### config.mk
export PLATFORM = sky130hd
export DESIGN_NAME = vmask_reduce
export DESIGN_NICKNAME = d
export VERILOG_FILES = /design/src/rtl/vmask_reduce.sv
export SDC_FILE = /design/constraint.sdc
export NUM_CORES = 1
export LEC_CHECK = 0
export BUFFER_PORTS_ARGS = -buffer_cell sky130_fd_sc_hd__buf_4
export CORE_UTILIZATION = 38
export DETAILED_ROUTE_END_ITERATION = 6
export HOLD_SLACK_MARGIN = 0.15
export SYNTH_ARGS = -nofsm -noshare
export SYNTH_HDL_FRONTEND = slang
export SYNTH_SLANG_ARGS = --single-unit
export TNS_END_PERCENT = 20
### constraint.sdc
create_clock -name clk -period 6.8 [get_ports clk]
set_input_delay 0.34 -clock clk [delete_from_list [all_inputs] [get_ports clk]]
set_output_delay 0.34 -clock clk [all_outputs]
set_load 0.02 [all_outputs]
### src/rtl/vmask_reduce.sv
// Two-stage mask reduction for vfirst.m / vcpop.m / vmsbf.m / vmsif.m / vmsof.m.
// S0 applies v0 and vl to the beat; S1 finds/counts, carries op state and drives outputs.
module vmask_reduce #(
    parameter int DATA_WIDTH      = 64,
    parameter int DATA_WIDTH_BITS = 6,
    parameter int IDX_BITS        = 10,
    parameter int ADDR_WIDTH      = 32,
    parameter int VL_BITS         = IDX_BITS + DATA_WIDTH_BITS + 1
) (
    input  logic                  clk,
    input  logic                  rst,
    input  logic                  in_valid,
    input  logic [DATA_WIDTH-1:0] in_m0,
    input  logic [DATA_WIDTH-1:0] in_v0,
    input  logic [DATA_WIDTH-1:0] in_vd,
    input  logic                  in_vm,
    input  logic [VL_BITS-1:0]    in_vl,
    input  logic [IDX_BITS-1:0]   in_start_idx,
    input  logic                  in_end,
    input  logic [ADDR_WIDTH-1:0] in_addr,
    input  logic [2:0]            in_mode,
    output logic [DATA_WIDTH-1:0] out_vec,
    output logic [ADDR_WIDTH-1:0] out_addr,
    output logic                  out_valid,
    output logic                  out_scalar
);

    localparam logic [2:0] MODE_FIRST = 3'd0;
    localparam logic [2:0] MODE_CPOP  = 3'd1;
    localparam logic [2:0] MODE_MSBF  = 3'd2;
    localparam logic [2:0] MODE_MSIF  = 3'd3;
    localparam logic [2:0] MODE_MSOF  = 3'd4;

    function automatic logic [DATA_WIDTH_BITS:0] popcount(input logic [DATA_WIDTH-1:0] v);
        logic [DATA_WIDTH_BITS:0] c;
        c = '0;
        for (int i = 0; i < DATA_WIDTH; i++) begin
            c = c + {{DATA_WIDTH_BITS{1'b0}}, v[i]};
        end
        return c;
    endfunction

    function automatic logic [DATA_WIDTH-1:0] lowest_one(input logic [DATA_WIDTH-1:0] v);
        return v & (~v + DATA_WIDTH'(1));
    endfunction

    function automatic logic [DATA_WIDTH_BITS-1:0] lowest_pos(input logic [DATA_WIDTH-1:0] v);
        logic [DATA_WIDTH_BITS-1:0] p;
        p = '0;
        for (int i = DATA_WIDTH - 1; i >= 0; i--) begin
            if (v[i]) p = DATA_WIDTH_BITS'(i);
        end
        return p;
    endfunction

    // ---------------- S0: activity and effective mask ----------------
    logic [VL_BITS-1:0]    base_in;
    logic [DATA_WIDTH-1:0] act_in;

    always_comb begin
        base_in = VL_BITS'({in_start_idx, {DATA_WIDTH_BITS{1'b0}}});
        act_in  = '0;
        for (int i = 0; i < DATA_WIDTH; i++) begin
            act_in[i] = (in_vm | in_v0[i]) & ((base_in + VL_BITS'(i)) < in_vl);
        end
    end

    logic                  vld_p0;
    logic                  end_p0;
    logic [2:0]            mode_p0;
    logic [VL_BITS-1:0]    base_p0;
    logic [DATA_WIDTH-1:0] act_p0;
    logic [DATA_WIDTH-1:0] eff_p0;
    logic [DATA_WIDTH-1:0] vd_p0;
    logic [ADDR_WIDTH-1:0] addr_p0;

    always_ff @(posedge clk or negedge rst) begin
        if (!rst) vld_p0 <= 1'b0;
        else      vld_p0 <= in_valid;
    end

    always_ff @(posedge clk) begin
        if (in_valid) begin
            end_p0  <= in_end;
            mode_p0 <= in_mode;
            base_p0 <= base_in;
            act_p0  <= act_in;
            eff_p0  <= in_m0 & act_in;
            vd_p0   <= in_vd;
            addr_p0 <= in_addr;
        end
    end

    // ---------------- S1: find, count, carried state, outputs ----------------
    logic [DATA_WIDTH-1:0]      f_p0;
    logic [DATA_WIDTH_BITS:0]   pc_p0;
    logic                       hit_p0;
    logic [VL_BITS-1:0]         hit_idx_p0;

    logic                  found_p1, found_nxt;
    logic [VL_BITS-1:0]    first_idx_p1, first_idx_nxt;
    logic [DATA_WIDTH-1:0] count_p1, count_nxt;

    always_comb begin
        f_p0       = lowest_one(eff_p0);
        pc_p0      = popcount(eff_p0);
        hit_p0     = |eff_p0;
        hit_idx_p0 = base_p0 + VL_BITS'(lowest_pos(eff_p0));
    end

    always_comb begin
        found_nxt     = found_p1;
        first_idx_nxt = first_idx_p1;
        count_nxt     = count_p1;
        if (vld_p0) begin
            if (end_p0) begin
                found_nxt     = 1'b0;
                first_idx_nxt = '0;
                count_nxt     = '0;
            end else begin
                found_nxt = found_p1 | hit_p0;
                if (!found_p1 && hit_p0) first_idx_nxt = hit_idx_p0;
                count_nxt = count_p1 + DATA_WIDTH'(pc_p0);
            end
        end
    end

    logic                  vld_nxt;
    logic                  scalar_nxt;
    logic [DATA_WIDTH-1:0] vec_nxt;
    logic [DATA_WIDTH-1:0] r_p0;

    always_comb begin
        vld_nxt    = 1'b0;
        scalar_nxt = 1'b0;
        vec_nxt    = '0;
        r_p0       = '0;
        if (vld_p0) begin
            case (mode_p0)
                MODE_FIRST: if (end_p0) begin
                    vld_nxt    = 1'b1;
                    scalar_nxt = 1'b1;
                    if (found_p1)    vec_nxt = DATA_WIDTH'(first_idx_p1);
                    else if (hit_p0) vec_nxt = DATA_WIDTH'(hit_idx_p0);
                    else             vec_nxt = '1;
                end
                MODE_CPOP: if (end_p0) begin
                    vld_nxt    = 1'b1;
                    scalar_nxt = 1'b1;
                    vec_nxt    = count_p1 + DATA_WIDTH'(pc_p0);
                end
                MODE_MSBF, MODE_MSIF, MODE_MSOF: begin
                    vld_nxt = 1'b1;
                    if (found_p1)                 r_p0 = '0;
                    else if (mode_p0 == MODE_MSOF) r_p0 = f_p0;
                    else if (!hit_p0)              r_p0 = '1;
                    else if (mode_p0 == MODE_MSBF) r_p0 = f_p0 - DATA_WIDTH'(1);
                    else                           r_p0 = (f_p0 - DATA_WIDTH'(1)) | f_p0;
                    // inactive (masked-off or tail) positions keep the old destination
                    vec_nxt = (r_p0 & act_p0) | (vd_p0 & ~act_p0);
                end
                default: ;
            endcase
        end
    end

    always_ff @(posedge clk or negedge rst) begin
        if (!rst) begin
            found_p1     <= 1'b0;
            first_idx_p1 <= '0;
            count_p1     <= '0;
            out_valid    <= 1'b0;
            out_scalar   <= 1'b0;
            out_vec      <= '0;
            out_addr     <= '0;
        end else begin
            found_p1     <= found_nxt;
            first_idx_p1 <= first_idx_nxt;
            count_p1     <= count_nxt;
            out_valid    <= vld_nxt;
            out_scalar   <= scalar_nxt;
            out_vec      <= vec_nxt;
            out_addr     <= vld_nxt ? addr_p0 : '0;
        end
    end

endmodule

==> flow_summary.ini, run 1 <==
[outcome]
status = finished, violations left
violations = negative setup slack

[timing]
min_period_ns = 7.213
worstMarginPinSlew_ns = 1.309
fmax_mhz = 138.6
slew_violations = 0
setup_ws_ns = -0.4134
setup_viol = 97
rsz0062_at_grt = yes
hold_viol = 0
period_share_pct = 106.1
relSlewSlack_pct = 12.09
clock_skew_ns = 0.04607

[global_routing]
use_met2_pct = 50.43
grt_first_pass_wirelength_um = 162100
busiest_layer = met2
grt_pass1_vias = 24340
met1_usage_pct = 43.45
grt_max_degree = 98
antenna_found_initial = 4
use_met3_pct = 5.527
grt.total_usage_pct = 32.46
grt-ovfl-total = 0

[setup_path]
cp-end-kind = register
startpoint_type = register
crit_required_ns = 7.31
crit_fanout = 7
cp.arrival_ns = 7.72
crit_type = register to register

[logic_synthesis]
synthMuxAreaShare_pct = 0.2384
synth.ff_latch_count = 418
synth_top_family_by_area = simple AND/OR/NAND/NOR gates
synth_nets = 3106
netlist_instances = 2689
synth_cell_types = 87
synth-async-reset-ratio_pct = 43.06
synthesis.area_sq_um = 25720
synth-xor-area-share_pct = 1.771
synth_compound_area_share_pct = 17.32
yosys_most_used_dff = edfxtp_1
synth-edff-count = 238
syn_avg_cell_area_sq_um = 9.566
synthSimpleGateAreaFrac_pct = 21.24
ys_warn_count = 0
synthAdderAreaFrac_pct = 9.320
ys_seq_area_share_pct = 45.30

[floorplan]
num_io_pins = 357
die_w_um = 262.2
die_h_um = 262.2
initial_core_util_pct = 38.37
row_count = 95
core-area_sq_um = 67040
die-area_sq_um = 68730

[clocking]
cts-root-buf = clkbuf_16
clock-sinks = 418
cts.clk_slew.worst_paths_ns = 0.06
tritoncts.num_buffers = 48
htreeDepth = 2
cts_buffer_depth = 3
cts_tree = built
clk_latency_ns = 0.63

[finish]
design_area_sq_um = 34440
n_fill_cell = 6138
final_layout_size_suffix_gt1_share_pct = 22.93
area_growth_syn_to_layout_pct = 33.88
nets = 3700
final_cells = 4200

[place]
post-dp-hpwl_um = 85750
port-buffer-count = 356
place_congestion = 0.9592
post_dp_cell_area_sq_um = 30180
placedCellCount = 3917

[pwr]
peakVddDrop_mv = 1.588
power.density_nw_per_um2 = 489.1
power_leakage_nw = 14.19

[routing]
drtAntennaViolNets = 0
dr.pass1.iters = 7
drt_iter0_markers = 2396
num_vias = 24810
drc = 0
finalWirelength_um = 113600
wl_per_cell_um = 27.04
route.detailed.vias_per_inst = 5.906

[run]
cap_violations = 0

[hold_path]
hold_path_class = input pin to register
## layout by cell type (no fill, tap or decap), types with 31 or more instances in the layout
cell type	instances
a211oi_1	60
a21oi_1	134
a31oi_1	89
and2_1	110
buf_4	524
clkbuf_16	50
dfrtp_1	180
dlygate4sd3_1	176
edfxtp_1	238
fa_1	54
ha_1	102
inv_1	143
nand2_1	282
nand3_1	83
nand4_1	68
nor2_1	229
nor3_1	88
o21ai_0	115
xor2_1	31
## worst max-delay path, stage by stage, from the launching register on
cell and delay (ns):
edfxtp_1 0.43, fa_1 0.58, inv_2 0.04, fa_1 0.53, inv_2 0.05, fa_1 0.49, inv_2 0.04, fa_1 0.50
inv_2 0.04, fa_1 0.47, inv_1 0.05, fa_1 0.54, fa_1 0.44, fa_1 0.50, fa_2 0.39, fa_2 0.37
nor2b_2 0.13, o31a_1 0.23, o31ai_4 0.15, buf_6 0.21, buf_12 0.13, buf_4 0.13, a211oi_4 0.23, xor2_1 0.18
nand2_1 0.07, a31oi_1 0.18
## metal layers
metal	part of all wire, %	vias up
li1	-	11070
met1	41	12210
met2	45	1270
met3	8.0	252
met4	6.0	2
met5	0.011	-
## final timing paths
path,start,endpoint,slack (ns),cells past startpoint
hold / removal,in_m0[29],eff_p0[29],0.17,2
setup reg to reg,eff_p0[53],out_vec[28],-0.41,25
hold reg to reg,addr_p0[31],out_addr[31],0.44,1
setup / recovery,eff_p0[53],out_vec[28],-0.41,25
max in group asynchronous,rst,out_addr[13],5.15,3
min in group asynchronous,rst,out_vec[1],0.36,2
## final cells by class
| type | instances | area, sq um | area share, % |
|---|---|---|---|
| Multi-Input combinational cell | 1954 | 13510 | 39.24 |
| Sequential cell | 418 | 11650 | 33.83 |
| Timing Repair Buffer | 712 | 5856 | 17.00 |
| Clock buffer | 61 | 1353 | 3.928 |
| Tap cell | 873 | 1092 | 3.172 |
| Inverter | 149 | 559.3 | 1.624 |
| Clock inverter | 29 | 404.1 | 1.174 |
| Antenna cell | 4 | 10.01 | 0.02907 |
## where the power goes
part / switching, mW / internal, mW
clock network: 1.17 / 1.72
registers: 0.163 / 2.94
logic: 5.95 / 4.90
## what timing repair did
| action | CTS | global route |
|---|---|---|
| endpoints found under the hold margin | 258 | 0 |
| pin swaps | 41 | 46 |
| cloned | 1 | 1 |
| endpoints found under the setup margin | 105 | 115 |
| hold buffers | 176 | 0 |
| setup buffers | 3 | 9 |
| resized for setup | 73 | 68 |
## stage by stage
stage	hold WS (ns)	total power [mW]	setup slack, ns	util (%)	setup TNS, ns
4_1_cts	0.1505	16.47	-0.3684	50.78	-13.17
3_3_place_gp	0.4297	13.02	-0.5091	45.02	-25.30
6_report	0.1702	16.84	-0.4134	51.37	-18.58
3_5_place_dp	0.4318	13.24	-0.6267	45.02	-31.49
5_1_grt	0.1841	17.63	-0.6236	51.35	-42.49
2_1_floorplan	0.04441	9.225	-0.02524	-	-0.06028
## logic make-up (layout without fill, tap and decap cells)
group           count (synthesis)  count (layout)
compound gates                682             682
fa+ha+maj                     158             158
buf+inv                       317             951
other cells                     0               4
xor+xnor                       52              52
flops                         418             418
simple gates                 1056            1056
mux                             6               6
## synth_stat cells, types with 10 or more instances
cell type	number	area, sq um
o21ai_0	135	675.7
nand2_1	285	1070
and4_1	14	122.6
nor3b_1	13	97.59
o22ai_1	16	100.1
fa_1	56	1121
a211oi_1	81	608.1
clkbuf_1	135	506.7
nor2b_1	17	106.4
nor3_1	91	455.4
nand4_1	68	425.4
a221oi_1	15	131.4
or4_1	14	105.1
o211ai_1	13	97.59
nand3_1	84	420.4
a21o_1	11	82.58
edfxtp_1	238	7147
a21oi_1	152	760.7
a22oi_1	21	157.7
o2111ai_1	12	105.1
and2_1	110	688.2
inv_1	147	551.8
nor2_1	232	870.8
o2bb2ai_1	18	157.7
buf_2	21	105.1
ha_1	102	1276
nor4_1	27	168.9
xor2_1	32	280.3
xnor2_1	20	175.2
o221ai_1	13	113.9
nand2b_1	11	68.82
o21a_1	10	75.07
and3_1	17	106.4
dfrtp_1	180	4504
o31ai_1	21	157.7
or3_1	14	87.58
a31oi_1	91	569.3
o41ai_1	10	87.58
## registers in the layout (all words and copies together) (netlist names), 3 cells and up
register      cells
base_p0          10
first_idx_p1     16
out_addr         32
addr_p0          32
mode_p0           3
eff_p0           64
out_vec          64
act_p0           64
count_p1         64
vd_p0            64
No activity file was read; power rests on OpenSTA's default activity.
==> run 2: changes to the inputs <==
--- a/config.mk
+++ b/config.mk
@@ -6,6 +6,7 @@
 export NUM_CORES = 1
 export LEC_CHECK = 0
 export BUFFER_PORTS_ARGS = -buffer_cell sky130_fd_sc_hd__buf_4
+export CORE_MARGIN = 2
 export CORE_UTILIZATION = 38
 export DETAILED_ROUTE_END_ITERATION = 6
 export HOLD_SLACK_MARGIN = 0.15
==> constraint.sdc (replaced) <==
create_clock -name clk -period 7.8 [get_ports clk]
set_input_delay 0.39 -clock clk [delete_from_list [all_inputs] [get_ports clk]]
set_output_delay 0.39 -clock clk [all_outputs]
set_load 0.02 [all_outputs]
==> run 2 against run 1 <==
  * The run now ends clean
  * Fmax fell by 3.5%
  * Die area rose by 1.5%
  * Combinational power fell by 27%
  * Design area fell by 4.3%
  * Global-route usage fell by 0.45 points
  * Clock-buffer cell count did not move
  * Cell count fell by 2.5%
  * Core utilization fell by 2.2 points
  * Register-to-register slack improved by 0.74 ns
==> flow_summary.ini, run 2 (synthesized netlist as in run 1, its figures left out) <==
[outcome]
status = finished clean

[setup_path]
crit_fanout = 18
r2r-end = out_vec[56]
r2r_slack_ns = 0.33
cp.arrival_ns = 7.93
slowest_stage = fa_1
r2r-start = eff_p0[55]
cp_common_cell = fa_1
path_buf_inv = 5
ff2ff_path_depth = 22
crit_required_ns = 8.26
crit_family = adder cells
crit_chain = fa_1, inv_1, fa_1, inv_1, fa_1, inv_1, fa_1, inv_1, fa_1, inv_1, fa_1, fa_1, fa_1, fa_1, fa_1, nor2b_1, o31a_1, o31ai_4, a21oi_1, nand4_1, xor2_1, o221ai_1
crit_type = register to register
crit_path_max_incr_delay_ns = 0.54
cp-end-kind = register
startpoint_type = register

[finish]
final_layout_size_suffix_gt1_share_pct = 17.83
final_cell_mix = 429 x buf_4, 284 x nand2_1, 238 x edfxtp_1
design_area_sq_um = 32950
area_growth_syn_to_layout_pct = 28.12
nets = 3595
final_common_cell = buf_4

[timing]
fin_tns_setup_ns = 0
fmax_mhz = 133.8
min_period_ns = 7.473
hold_viol = 0
worstMarginPinSlew_ns = 1.294
period_share_pct = 95.81
rsz0062_at_grt = no
clock_skew_ns = 0.02630
slew_violations = 0
relSlewSlack_pct = 13.19
holdWs_ns = 0.1893
setup_viol = 0

[run]
cap_violations = 0

[hold_path]
hold_path_class = input pin to register
holdPathEnd = act_p0[37]
min_from = in_v0[37]
whs_path_depth = 3

[floorplan]
die_w_um = 264.2
core-area_sq_um = 67040
die-area_sq_um = 69790
row_count = 95
num_io_pins = 357
initial_core_util_pct = 38.37
die_h_um = 264.2

[global_routing]
grt_pass1_vias = 24210
grt-ovfl-total = 0
antenna_found_initial = 6
grt_max_degree = 114
grt.total_usage_pct = 32.01
grt_first_pass_wirelength_um = 164300

[pwr]
peakVddDrop_mv = 1.300
p_total_mw = 13.09
power.density_nw_per_um2 = 397.1
power_leakage_nw = 13.51

[routing]
drc = 0
finalWirelength_um = 113500
wl_per_cell_um = 27.72
dr.pass1.iters = 6
drt_iter0_markers = 2714
num_vias = 24350
drtAntennaViolNets = 0
route.detailed.vias_per_inst = 5.945

[clocking]
htreeDepth = 2
clk_latency_ns = 0.64
postCtsResizedCells = 0
tritoncts.num_buffers = 50
cts-root-buf = clkbuf_16
cts_buffer_depth = 3
clock-sinks = 418
cts.clk_slew.worst_paths_ns = 0.06
cts_tree = built

[place]
place_congestion = 0.9915
post_dp_cell_area_sq_um = 29500
port-buffer-count = 356
post-dp-hpwl_um = 86200
run 2: layout make-up:
class                   instances  area, sq um
clock inverters                32        359.1
clock buffers                  61         1356
diodes                          4        10.01
inverters                     149        559.3
multi-input cells            1954        12920
fillers                      6237        34090
repair buffers                605         5001
flip-flops and latches        418        11650
well taps                     873         1092
run 2: where the power goes:
group | total (mW) | switching, mW | internal [mW]
registers | 2.73 | 0.166 | 2.56
logic | 7.91 | 4.74 | 3.17
clock network | 2.44 | 1.05 | 1.39
total | 13.1 | 5.96 | 7.13
run 2: through the flow:
| step | instances | setup WS, ns | util (%) |
|---|---|---|---|
| 3_5_place_dp | 3826 | 0.4346 | 44.00 |
| 3_3_place_gp | 3826 | 0.4987 | 44.00 |
| 6_report | 4096 | 0.3268 | 49.16 |
| 2_1_floorplan | 2689 | 0.8767 | - |
| 4_1_cts | 4092 | 0.4017 | 49.14 |
| 5_1_grt | 4092 | 0.02712 | 49.14 |
run 2: repair_timing:
item,CTS,global route
hold endpoints to repair,284,0
buffers inserted,0,0
hold buffers,173,0
run 2: how the worst max path moves through the flow:
stage,from,end,slack (ns),depth (start not counted)
floorplan,eff_p0[27],out_vec[60],0.88,23
global placement,eff_p0[55],out_vec[56],0.50,22
detailed placement,eff_p0[0],out_vec[56],0.43,18
CTS,eff_p0[0],out_vec[56],0.40,18
global route,eff_p0[0],out_vec[56],0.03,18
finish,eff_p0[55],out_vec[56],0.33,22
run 2: per-layer routing:
layer / vias up / track usage [%] / share of wire (%)
met3: 234 / 5.611 / 8.2
met1: 12030 / 42.80 / 41
met2: 1204 / 50.42 / 45
li1: 10890 / - / -
met4: 2 / 15.33 / 5.4
met5: - / 0 / 0.017
run 2: worst min-delay path, stage by stage:
cell	delay, ns
buf_4	0.11
nor2_1	0.08
a211oi_1	0.07
